`src/rtl/isa_pkg.sv`:
```
// ISA constants, field positions and the decoded bundle
// shared between the decode and execute stages.
package isa_pkg;

  localparam logic [3:0] OP_ADD  = 4'h0;
  localparam logic [3:0] OP_SUB  = 4'h1;
  localparam logic [3:0] OP_AND  = 4'h2;
  localparam logic [3:0] OP_OR   = 4'h3;
  localparam logic [3:0] OP_ADDI = 4'h4;
  localparam logic [3:0] OP_ANDI = 4'h5;
  localparam logic [3:0] OP_ORI  = 4'h6;
  localparam logic [3:0] OP_LI   = 4'h7;
  localparam logic [3:0] OP_LW   = 4'h8;
  localparam logic [3:0] OP_SW   = 4'h9;
  localparam logic [3:0] OP_BEQ  = 4'hA;
  localparam logic [3:0] OP_JMP  = 4'hB;
  localparam logic [3:0] OP_NOP  = 4'hE;
  localparam logic [3:0] OP_HALT = 4'hF;

  localparam int INSTR_W = 16;
  localparam int OPC_LSB = 12;
  localparam int RD_LSB  = 9;
  localparam int RS1_LSB = 6;
  localparam int RS2_LSB = 3;
  localparam int IMM_LSB = 0;

  typedef enum logic [1:0] {
    OCC_EMPTY = 2'd0,
    OCC_FULL  = 2'd1,
    OCC_SKID  = 2'd2
  } occ_e;

  typedef struct packed {
    logic [3:0] opcode;
    logic [2:0] rd;
    logic [2:0] rs1;
    logic [2:0] rs2;
    logic [7:0] imm8;
    logic       sext;
    logic       uses_imm;
    logic       reg_write;
    logic       mem_read;
    logic       mem_write;
    logic       branch;
    logic       halt;
    logic       illegal;
  } dec_t;

  localparam int DEC_W = $bits(dec_t);

endpackage

```
`src/rtl/instr_decode_stage_if.sv`:
```
// Fetch-side and execute-side handshake bundle
// of the decode stage.
interface instr_decode_stage_if #(
  parameter int PC_WIDTH = 8
);
  logic                in_valid;
  logic                in_ready;
  logic [15:0]         in_instr;
  logic [PC_WIDTH-1:0] in_pc;
  logic                out_valid;
  logic                out_ready;
  logic [PC_WIDTH-1:0] out_pc;
  logic [3:0]          out_opcode;
  logic [2:0]          out_rd;
  logic [2:0]          out_rs1;
  logic [2:0]          out_rs2;
  logic [7:0]          out_imm8;
  logic                out_sign_extend_en;
  logic                out_uses_imm;
  logic                out_reg_write;
  logic                out_mem_read;
  logic                out_mem_write;
  logic                out_branch;
  logic                out_halt;
  logic                out_illegal;

  modport slave (
    input  in_valid, in_instr, in_pc, out_ready,
    output in_ready, out_valid, out_pc,
    output out_opcode, out_rd, out_rs1, out_rs2,
    output out_imm8, out_sign_extend_en,
    output out_uses_imm, out_reg_write,
    output out_mem_read, out_mem_write,
    output out_branch, out_halt, out_illegal
  );

  modport master (
    output in_valid, in_instr, in_pc, out_ready,
    input  in_ready, out_valid, out_pc,
    input  out_opcode, out_rd, out_rs1, out_rs2,
    input  out_imm8, out_sign_extend_en,
    input  out_uses_imm, out_reg_write,
    input  out_mem_read, out_mem_write,
    input  out_branch, out_halt, out_illegal
  );
endinterface

```
`src/rtl/instr_field_decode.sv`:
```
// Combinational split of an instruction word into
// fields and control flags.
module instr_field_decode
  import isa_pkg::*;
(
  input  logic [INSTR_W-1:0] instr,
  output dec_t               dec
);

  // field slices plus opcode -> control flag table
  always_comb begin
    dec        = '0;
    dec.opcode = instr[OPC_LSB +: 4];
    dec.rd     = instr[RD_LSB +: 3];
    dec.rs1    = instr[RS1_LSB +: 3];
    dec.rs2    = instr[RS2_LSB +: 3];
    dec.imm8   = instr[IMM_LSB +: 8];
    unique case (dec.opcode)
      OP_ADD, OP_SUB, OP_AND, OP_OR: begin
        dec.reg_write = 1'b1;
      end
      OP_ADDI: begin
        dec.sext      = 1'b1;
        dec.uses_imm  = 1'b1;
        dec.reg_write = 1'b1;
      end
      OP_ANDI, OP_ORI, OP_LI: begin
        dec.uses_imm  = 1'b1;
        dec.reg_write = 1'b1;
      end
      OP_LW: begin
        dec.sext      = 1'b1;
        dec.uses_imm  = 1'b1;
        dec.reg_write = 1'b1;
        dec.mem_read  = 1'b1;
      end
      OP_SW: begin
        dec.sext      = 1'b1;
        dec.uses_imm  = 1'b1;
        dec.mem_write = 1'b1;
      end
      OP_BEQ, OP_JMP: begin
        dec.sext     = 1'b1;
        dec.uses_imm = 1'b1;
        dec.branch   = 1'b1;
      end
      OP_NOP: begin
      end
      OP_HALT: begin
        dec.halt = 1'b1;
      end
      default: begin
        dec.illegal = 1'b1;
      end
    endcase
  end

endmodule

```
`src/rtl/instr_decode_stage.sv`:
```
// Registered decode stage with a 2-entry skid buffer,
// flush and a sticky halt.
module instr_decode_stage
  import isa_pkg::*;
#(
  parameter int PC_WIDTH = 8
) (
  input  logic                  clk,
  input  logic                  rst,
  input  logic                  flush,
  instr_decode_stage_if.slave   bus
);

  dec_t                in_dec;
  occ_e                state_q, state_d;
  logic                halted_q, halted_d;
  logic                in_ready_q, in_ready_d;
  dec_t                out_q, out_d;
  dec_t                skid_q, skid_d;
  logic [PC_WIDTH-1:0] out_pc_q, out_pc_d;
  logic [PC_WIDTH-1:0] skid_pc_q, skid_pc_d;
  logic                in_fire;
  logic                out_fire;
  logic                out_valid;

  instr_field_decode u_dec (
    .instr (bus.in_instr),
    .dec   (in_dec)
  );

  assign out_valid = (state_q != OCC_EMPTY);
  assign in_fire   = bus.in_valid & in_ready_q;
  assign out_fire  = out_valid & bus.out_ready;

  // next occupancy, register contents and ready
  always_comb begin
    state_d   = state_q;
    halted_d  = halted_q;
    out_d     = out_q;
    out_pc_d  = out_pc_q;
    skid_d    = skid_q;
    skid_pc_d = skid_pc_q;
    if (flush) begin
      state_d = OCC_EMPTY;
    end else begin
      if (in_fire && in_dec.halt) begin
        halted_d = 1'b1;
      end
      unique case (state_q)
        OCC_EMPTY: begin
          if (in_fire) begin
            out_d    = in_dec;
            out_pc_d = bus.in_pc;
            state_d  = OCC_FULL;
          end
        end
        OCC_FULL: begin
          if (in_fire && out_fire) begin
            out_d    = in_dec;
            out_pc_d = bus.in_pc;
          end else if (out_fire) begin
            state_d = OCC_EMPTY;
          end else if (in_fire) begin
            skid_d    = in_dec;
            skid_pc_d = bus.in_pc;
            state_d   = OCC_SKID;
          end
        end
        OCC_SKID: begin
          if (out_fire) begin
            out_d    = skid_q;
            out_pc_d = skid_pc_q;
            state_d  = OCC_FULL;
          end
        end
        default: begin
          state_d = OCC_EMPTY;
        end
      endcase
    end
    in_ready_d = (state_d != OCC_SKID) & ~halted_d;
  end

  // state and data registers
  always_ff @(posedge clk or posedge rst) begin
    if (rst) begin
      state_q    <= OCC_EMPTY;
      halted_q   <= 1'b0;
      in_ready_q <= 1'b1;
      out_q      <= '0;
      out_pc_q   <= '0;
      skid_q     <= '0;
      skid_pc_q  <= '0;
    end else begin
      state_q    <= state_d;
      halted_q   <= halted_d;
      in_ready_q <= in_ready_d;
      out_q      <= out_d;
      out_pc_q   <= out_pc_d;
      skid_q     <= skid_d;
      skid_pc_q  <= skid_pc_d;
    end
  end

  assign bus.in_ready           = in_ready_q;
  assign bus.out_valid          = out_valid;
  assign bus.out_pc             = out_pc_q;
  assign bus.out_opcode         = out_q.opcode;
  assign bus.out_rd             = out_q.rd;
  assign bus.out_rs1            = out_q.rs1;
  assign bus.out_rs2            = out_q.rs2;
  assign bus.out_imm8           = out_q.imm8;
  assign bus.out_sign_extend_en = out_q.sext;
  assign bus.out_uses_imm       = out_q.uses_imm;
  assign bus.out_reg_write      = out_q.reg_write;
  assign bus.out_mem_read       = out_q.mem_read;
  assign bus.out_mem_write      = out_q.mem_write;
  assign bus.out_branch         = out_q.branch;
  assign bus.out_halt           = out_q.halt;
  assign bus.out_illegal        = out_q.illegal;

endmodule

```
`src/flat_wrapper.sv`:
```
// flat-port wrapper written by rule: the top's interface ports become plain ports
module instr_decode_stage_flat import isa_pkg::*;
#(
  parameter int PC_WIDTH = 8
)
  (clk, rst, flush, bus_in_valid, bus_in_instr, bus_in_pc, bus_out_ready, bus_in_ready, bus_out_valid, bus_out_pc, bus_out_opcode, bus_out_rd, bus_out_rs1, bus_out_rs2, bus_out_imm8, bus_out_sign_extend_en, bus_out_uses_imm, bus_out_reg_write, bus_out_mem_read, bus_out_mem_write, bus_out_branch, bus_out_halt, bus_out_illegal);
  instr_decode_stage_if #(.PC_WIDTH(PC_WIDTH)) bus_i ();
  input  logic clk;
  input  logic rst;
  input  logic flush;
  input wire logic [$bits(bus_i.in_valid)-1:0] bus_in_valid;
  input wire logic [$bits(bus_i.in_instr)-1:0] bus_in_instr;
  input wire logic [$bits(bus_i.in_pc)-1:0] bus_in_pc;
  input wire logic [$bits(bus_i.out_ready)-1:0] bus_out_ready;
  output wire logic [$bits(bus_i.in_ready)-1:0] bus_in_ready;
  output wire logic [$bits(bus_i.out_valid)-1:0] bus_out_valid;
  output wire logic [$bits(bus_i.out_pc)-1:0] bus_out_pc;
  output wire logic [$bits(bus_i.out_opcode)-1:0] bus_out_opcode;
  output wire logic [$bits(bus_i.out_rd)-1:0] bus_out_rd;
  output wire logic [$bits(bus_i.out_rs1)-1:0] bus_out_rs1;
  output wire logic [$bits(bus_i.out_rs2)-1:0] bus_out_rs2;
  output wire logic [$bits(bus_i.out_imm8)-1:0] bus_out_imm8;
  output wire logic [$bits(bus_i.out_sign_extend_en)-1:0] bus_out_sign_extend_en;
  output wire logic [$bits(bus_i.out_uses_imm)-1:0] bus_out_uses_imm;
  output wire logic [$bits(bus_i.out_reg_write)-1:0] bus_out_reg_write;
  output wire logic [$bits(bus_i.out_mem_read)-1:0] bus_out_mem_read;
  output wire logic [$bits(bus_i.out_mem_write)-1:0] bus_out_mem_write;
  output wire logic [$bits(bus_i.out_branch)-1:0] bus_out_branch;
  output wire logic [$bits(bus_i.out_halt)-1:0] bus_out_halt;
  output wire logic [$bits(bus_i.out_illegal)-1:0] bus_out_illegal;
  assign bus_i.in_valid = bus_in_valid;
  assign bus_i.in_instr = bus_in_instr;
  assign bus_i.in_pc = bus_in_pc;
  assign bus_i.out_ready = bus_out_ready;
  assign bus_in_ready = bus_i.in_ready;
  assign bus_out_valid = bus_i.out_valid;
  assign bus_out_pc = bus_i.out_pc;
  assign bus_out_opcode = bus_i.out_opcode;
  assign bus_out_rd = bus_i.out_rd;
  assign bus_out_rs1 = bus_i.out_rs1;
  assign bus_out_rs2 = bus_i.out_rs2;
  assign bus_out_imm8 = bus_i.out_imm8;
  assign bus_out_sign_extend_en = bus_i.out_sign_extend_en;
  assign bus_out_uses_imm = bus_i.out_uses_imm;
  assign bus_out_reg_write = bus_i.out_reg_write;
  assign bus_out_mem_read = bus_i.out_mem_read;
  assign bus_out_mem_write = bus_i.out_mem_write;
  assign bus_out_branch = bus_i.out_branch;
  assign bus_out_halt = bus_i.out_halt;
  assign bus_out_illegal = bus_i.out_illegal;
  instr_decode_stage #(.PC_WIDTH(PC_WIDTH)) u_core (.clk(clk), .rst(rst), .flush(flush), .bus(bus_i));
endmodule
```
`config.mk`:
```
export PLATFORM = sky130hd
export DESIGN_NAME = instr_decode_stage_flat
export DESIGN_NICKNAME = d
export VERILOG_FILES = /design/src/rtl/isa_pkg.sv /design/src/rtl/instr_decode_stage_if.sv /design/src/rtl/instr_field_decode.sv /design/src/rtl/instr_decode_stage.sv /design/src/flat_wrapper.sv
export SDC_FILE = /design/constraint.sdc
export NUM_CORES = 1
export LEC_CHECK = 0
export ABC_AREA = 1
export BUFFER_PORTS_ARGS = -buffer_cell sky130_fd_sc_hd__buf_2
export CORE_ASPECT_RATIO = 1.1
export CORE_MARGIN = 2
export CORE_UTILIZATION = 54
export DETAILED_ROUTE_END_ITERATION = 8
export GPL_ROUTABILITY_DRIVEN = 0
export GPL_TIMING_DRIVEN = 1
export PLACE_DENSITY = 0.79
export SYNTH_ARGS = -nofsm -noshare
export SYNTH_HDL_FRONTEND = slang
export SYNTH_SLANG_ARGS = --single-unit
```
`constraint.sdc`:
```
create_clock -name clk -period 2.95 [get_ports clk]
set_clock_uncertainty 0.1 [all_clocks]
set_input_delay 0.59 -clock clk [delete_from_list [all_inputs] [get_ports clk]]
set_output_delay 0.59 -clock clk [all_outputs]
set_load 0.02 [all_outputs]
```
# Word-level counts from Yosys, hierarchy flattened
# Cells that the tools add are included.
[totals]
register_bits = 78
latchBits = 0
ramBits = 0
mem_bits_ro = 0
inputBits = 29
wordCells = 95
mem_count = 0
[classes]
n_addsub = 0
n_mul = 0
div_mod_pow = 0
order_cmp = 0
n_eq_ne = 19
shift = 0
muxes = 25
n_bitwise = 7
n_reduce_logical = 13
[ops]
columns = ["operator", "n"]
rows = [
  ["$mux 29", 3],
  ["$pmux 29 s3", 1],
  ["$eq 4x4->1 const B", 6],
  ["$mux 8", 3],
  ["$pmux 8 s3", 1],
  ["$eq 4x3->1 const B", 4],
  ["$reduce_or 14->1", 1],
  ["$mux 2", 6],
  ["$mux 1", 10],
  ["$reduce_and 5->1", 2],
  ["$reduce_or 9->1", 1],
  ["$eq 4x2->1 const B", 2],
  ["$reduce_or 8->1", 1],
  ["$ne 2x1->1 const B", 3],
  ["$pmux 2 s3", 1],
  ["$reduce_or 5->1", 1],
  ["$eq 4x1->1 const B", 1],
  ["$logic_not 4->1", 1],
  ["$not 1->1", 4],
  ["$and 1x1->1", 3],
  ["$reduce_bool 3->1", 1],
  ["$eq 2x1->1 const B", 1],
  ["$eq 2x2->1 const B", 1],
  ["$logic_and 1x1->1", 2],
  ["4 further kinds", 4],
]

# Logic depth before layout (Yosys ltp)
[logic_depth]
word_depth = 8
mapped_depth = 8
depth_no_buf = 8

# Cells and area by module
# From an unflattened synthesis, not the netlist that was laid out.
[unflattened]
cells_unflattened = 510
area_unflattened_um2 = 4012.6
[modules_own_cells]
columns = ["module", "instances", "cells_per_inst", "area_per_inst_um2"]
rows = [
  ["instr_decode_stage", 1, 469, 3774.9],
  ["instr_field_decode", 1, 41, 237.7],
]

# Worst setup path before layout
# Ideal clock, no wire load.
[synth_timing]
path_kind = "reg2reg"
start = "register u_core.in_ready_q (netlist: u_core.bus.in_ready)"
end = "register u_core.skid_q[10] (netlist name)"
setup_time_ps = 131
arrival_ps = 1259
slack_ps = 1460
stages_incl_launch_ff = 8
n_path_buf = 2
cell_sequence = "dfstp_2 -> nand2_1 -> inv_1 -> nand3_1 -> buf_4 -> buf_2 -> nand2_1 -> o21ai_0"
[synth_via]
elab_chain_cells = 4
[synth_rtl]
columns = ["item", "line", "text"]
rows = [
  ["start: declaration", "instr_decode_stage.sv:17", "logic in_ready_q, in_ready_d;"],
  ["start signal: assignment", "instr_decode_stage.sv:97", "in_ready_q <= in_ready_d;"],
  ["$and 1x1->1 *", "instr_decode_stage.sv:32", "assign in_fire = bus.in_valid & in_ready_q;"],
  ["$logic_and 1x1->1", "instr_decode_stage.sv:58", "if (in_fire && out_fire) begin"],
  ["$not 1->1 (no source line)", "--", ""],
  ["$reduce_and 5->1 (no source line) *", "--", ""],
  ["end signal: assignment", "instr_decode_stage.sv:100", "skid_q <= skid_d;"],
  ["end: declaration", "instr_decode_stage.sv:19", "dec_t skid_q, skid_d;"],
]
# Every way passes the cells marked *; elsewhere a longest branch is shown, timed or not.
# A chain may end at the register's enable or synchronous reset.

# Worst setup path after layout
[layout_timing]
start = "register u_core.state_q[0]"
end = "register u_core.out_q, in the netlist u_core.bus.out_opcode[3]"
[layout_via]
elab_chain_cells = 5
elab_cells_between_ends = 12
[layout_rtl]
columns = ["item", "line", "text"]
rows = [
  ["start: declaration", "instr_decode_stage.sv:15", "occ_e state_q, state_d;"],
  ["start signal: assignment", "instr_decode_stage.sv:95", "state_q <= state_d;"],
  ["$reduce_bool 2->1", "instr_decode_stage.sv:31", "assign out_valid = (state_q != OCC_EMPTY);"],
  ["$and 1x1->1", "instr_decode_stage.sv:33", "assign out_fire = out_valid & bus.out_ready;"],
  ["$logic_and 1x1->1", "instr_decode_stage.sv:58", ""],
  ["$ne 2x1->1 (no source line)", "--", ""],
  ["$reduce_and 5->1 (no source line)", "--", ""],
  ["end signal: assignment", "instr_decode_stage.sv:98", "out_q <= out_d;"],
  ["end: declaration", "instr_decode_stage.sv:18", "dec_t out_q, out_d;"],
]
# Parallel ways exist; a longest one is shown, timed or not.

==> metrics.yaml <==
outcome:
  status: "completed"
clock_tree:
  cts_num_sinks: 68
  post_cts_resized: 0
  clkLatencyLatePin_ns: 0.33
  cts_tree: "built"
  cts.root.buffer_cell: "clkbuf_8"
  cts_hold_buffers: 0
  clk_pin_slew_ns: 0.07
  cts_buffer_depth: 2
  cts_setup_buffers: 0
  cts_max_level: 3
  cts_buffers: 9
setup_path:
  arrival_ns: 2.06
  critPathRequiredTime_ns: 3.07
  critPathKind: "reg -> reg"
  crit_fanout: 42
  crit_path_start_kind: "register"
  cp-end-kind: "register"
sta:
  drv_slew: 0
  finalCritPeriodShare: 0.655
  rsz0062_at_grt: "false"
  hold_viol_final: 0
  slew_headroom: 0.512
  fin_crit_ns: 1.93
  setup_viol: 0
  setup_tns_ns: 0
  worstMarginPinSlew_ns: 0.730
  holdWs_ns: 0.123
  worst_slack_ns: 1.02
  fmax_mhz: 517
drt:
  post_drt_wl_per_cell_um: 11.8
  postRouteWirelength_mm: 6.30
  vias_per_cell: 4.92
  first_pass_iters: 4
  first_iter_violations: 171
  drc: 0
  ant_nets: 0
  vias: 2621
die:
  chipHeight_um: 84.4
  die_area_um2: 6500
  coreArea_um2: 5730
  die_w_um: 77.0
  ios: 68
  rows: 29
  initial_core_util: 0.553
global_route:
  grt_pass1_wl_mm: 11.2
  grt_overflow: 0
  grt_max_degree: 49
  grt_pass1_vias: 2543
  antenna_found_initial: 0
  groute.usage.overall: 0.217
power:
  p_per_area_nw_per_um2: 722
  peakVddDrop_v: 0.000564
  p_leak_nw: 2.07
logic_synthesis:
  synth_fp_nets: 429
  netlist-cell-type-count: 20
  netlist_area_um2: 3170
  synth_compound_area_frac: 0.100
  syn_inst: 394
  synthSimpleGateAreaFrac: 0.245
  ys_ff_latch: 68
  syn_avg_cell_area_um2: 8.04
  synth-xor-area-share: 0
  yosys_warnings: 0
  ys_seq_area_frac: 0.537
  synth_top_family_by_area: "simple AND/OR/NAND/NOR gates"
  synthAdderAreaFrac: 0.0237
  muxShareOfSynthArea: 0
layout:
  fin_cells: 533
  n_antenna_cell: 0
  nFillCells: 517
  drive_above_1_share: 0.211
  synthToLayoutAreaGrowth_pct: 16.0
  fin_nets: 487
placed_design:
  place_ws_ns: 0.929
  dp_hpwl_mm: 4.32
  port_buffers: 67
  placedCellCount: 518
worst_hold_path:
  hold_class: "in -> async"
job:
  max-cap-violations: 0
==> Yosys cell counts <==
library cell / instances / share of area
nand2_1: 166 / 0.20
dfrtp_1: 67 / 0.53
o21ai_1: 35 / 0.055
inv_1: 33 / 0.039
nor2_1: 18 / 0.021
o21ai_0: 14 / 0.022
a21oi_1: 13 / 0.021
buf_2: 12 / 0.019
buf_4: 7 / 0.017
ha_1: 6 / 0.024
nand3_1: 5 / 0.0079
buf_6: 4 / 0.014
nand2_2: 4 / 0.0079
inv_2: 3 / 0.0036
nand4_1: 2 / 0.0039
clkbuf_1: 1 / 0.0012
dfstp_2: 1 / 0.0083
nand4_2: 1 / 0.0039
nor2_4: 1 / 0.0036
o21bai_1: 1 / 0.0024
==> power by group <==
| part | internal [W] | switching (W) |
|---|---|---|
| Clock | 0.000456 | 0.000323 |
| Combinational | 0.000212 | 0.000404 |
| Sequential | 0.00115 | 0.000108 |
==> final timing paths <==
path | start | to | slack, ns | cells after the start
worst max-delay path | u_core.state_q[0] | u_core.bus.out_opcode[3] | 1.02 | 6
worst min-delay path | rst | u_core.bus.out_mem_read | 0.12 | 2
worst max register to register | u_core.state_q[0] | u_core.bus.out_opcode[3] | 1.02 | 6
worst min register to register | u_core.bus.out_rd[1] | u_core.bus.out_rd[1] | 0.37 | 2
max in group asynchronous | rst | u_core.skid_pc_q[5] | 1.93 | 3
min in group clk | flush | u_core.state_q[0] | 0.34 | 2
==> layout make-up <==
class | instances | area, um2 | area share
Inverter | 36 | 135 | 0.0367
Multi-Input combinational cell | 266 | 1170 | 0.319
Sequential cell | 68 | 1700 | 0.463
Timing Repair Buffer | 71 | 365 | 0.0994
Clock buffer | 14 | 173 | 0.0470
Clock inverter | 1 | 30.0 | 0.00817
Tap cell | 77 | 96.3 | 0.0262
==> layout by cell type (no fill, tap or decap) <==
cell type,n
nor2_1,18
nor2_4,1
nand3_1,4
clkbuf_8,12
dfstp_2,1
dfrtp_1,67
o21ai_1,35
nand4_2,1
inv_1,32
nand3_2,1
nand2_1,166
ha_1,6
buf_2,67
buf_4,4
bufinv_16,1
o21ai_0,14
nand2_2,4
o21bai_1,1
clkbuf_1,2
a21oi_1,13
nand4_1,2
inv_2,4
==> cell families (layout without fill, tap and decap cells) <==
family,Yosys count,count (layout)
AND/OR/NAND/NOR,197,197
AO/OA/AOI/OAI,63,63
buffers and inverters,60,122
adder cells (fa/ha/maj),6,6
flip-flops,68,68
==> worst max-delay path, cell delays in order (launching register included) <==
cell and delay [ns]:
dfrtp_1 0.42, inv_2 0.09, nand2_2 0.26, inv_2 0.58, o21ai_0 0.20, nand2_1 0.11
nand2_1 0.05
==> per-stage QoR <==
step	power, W	cell area, um2	util
final	0.00266	3680	0.641
after global routing	0.00281	3680	0.641
after CTS	0.00268	3680	0.641
after detailed placement	0.00190	3470	0.606
after global placement	0.00187	3470	0.606
after floorplan	0.00171	3170	-
==> registers in the layout (all words and copies together), names as in the netlist, 2 cells and up <==
register / count
u_core.skid_q: 24
u_core.bus.out_pc: 8
u_core.skid_pc_q: 8
u_core.bus.out_imm8: 7
u_core.bus.out_opcode: 4
u_core.bus.out_rd: 3
u_core.bus.out_rs1: 2
u_core.state_q: 2
==> routing by layer <==
metal / wire length [um] / global-route usage / part of all wire
met1: 2870 / 0.272 / 0.45
met2: 3030 / 0.360 / 0.48
met3: 304 / 0.0581 / 0.048
met4: 99 / 0.0877 / 0.016
met5: 0 / 0 / 0
Note: power is estimated with default switching activity, not from simulation.
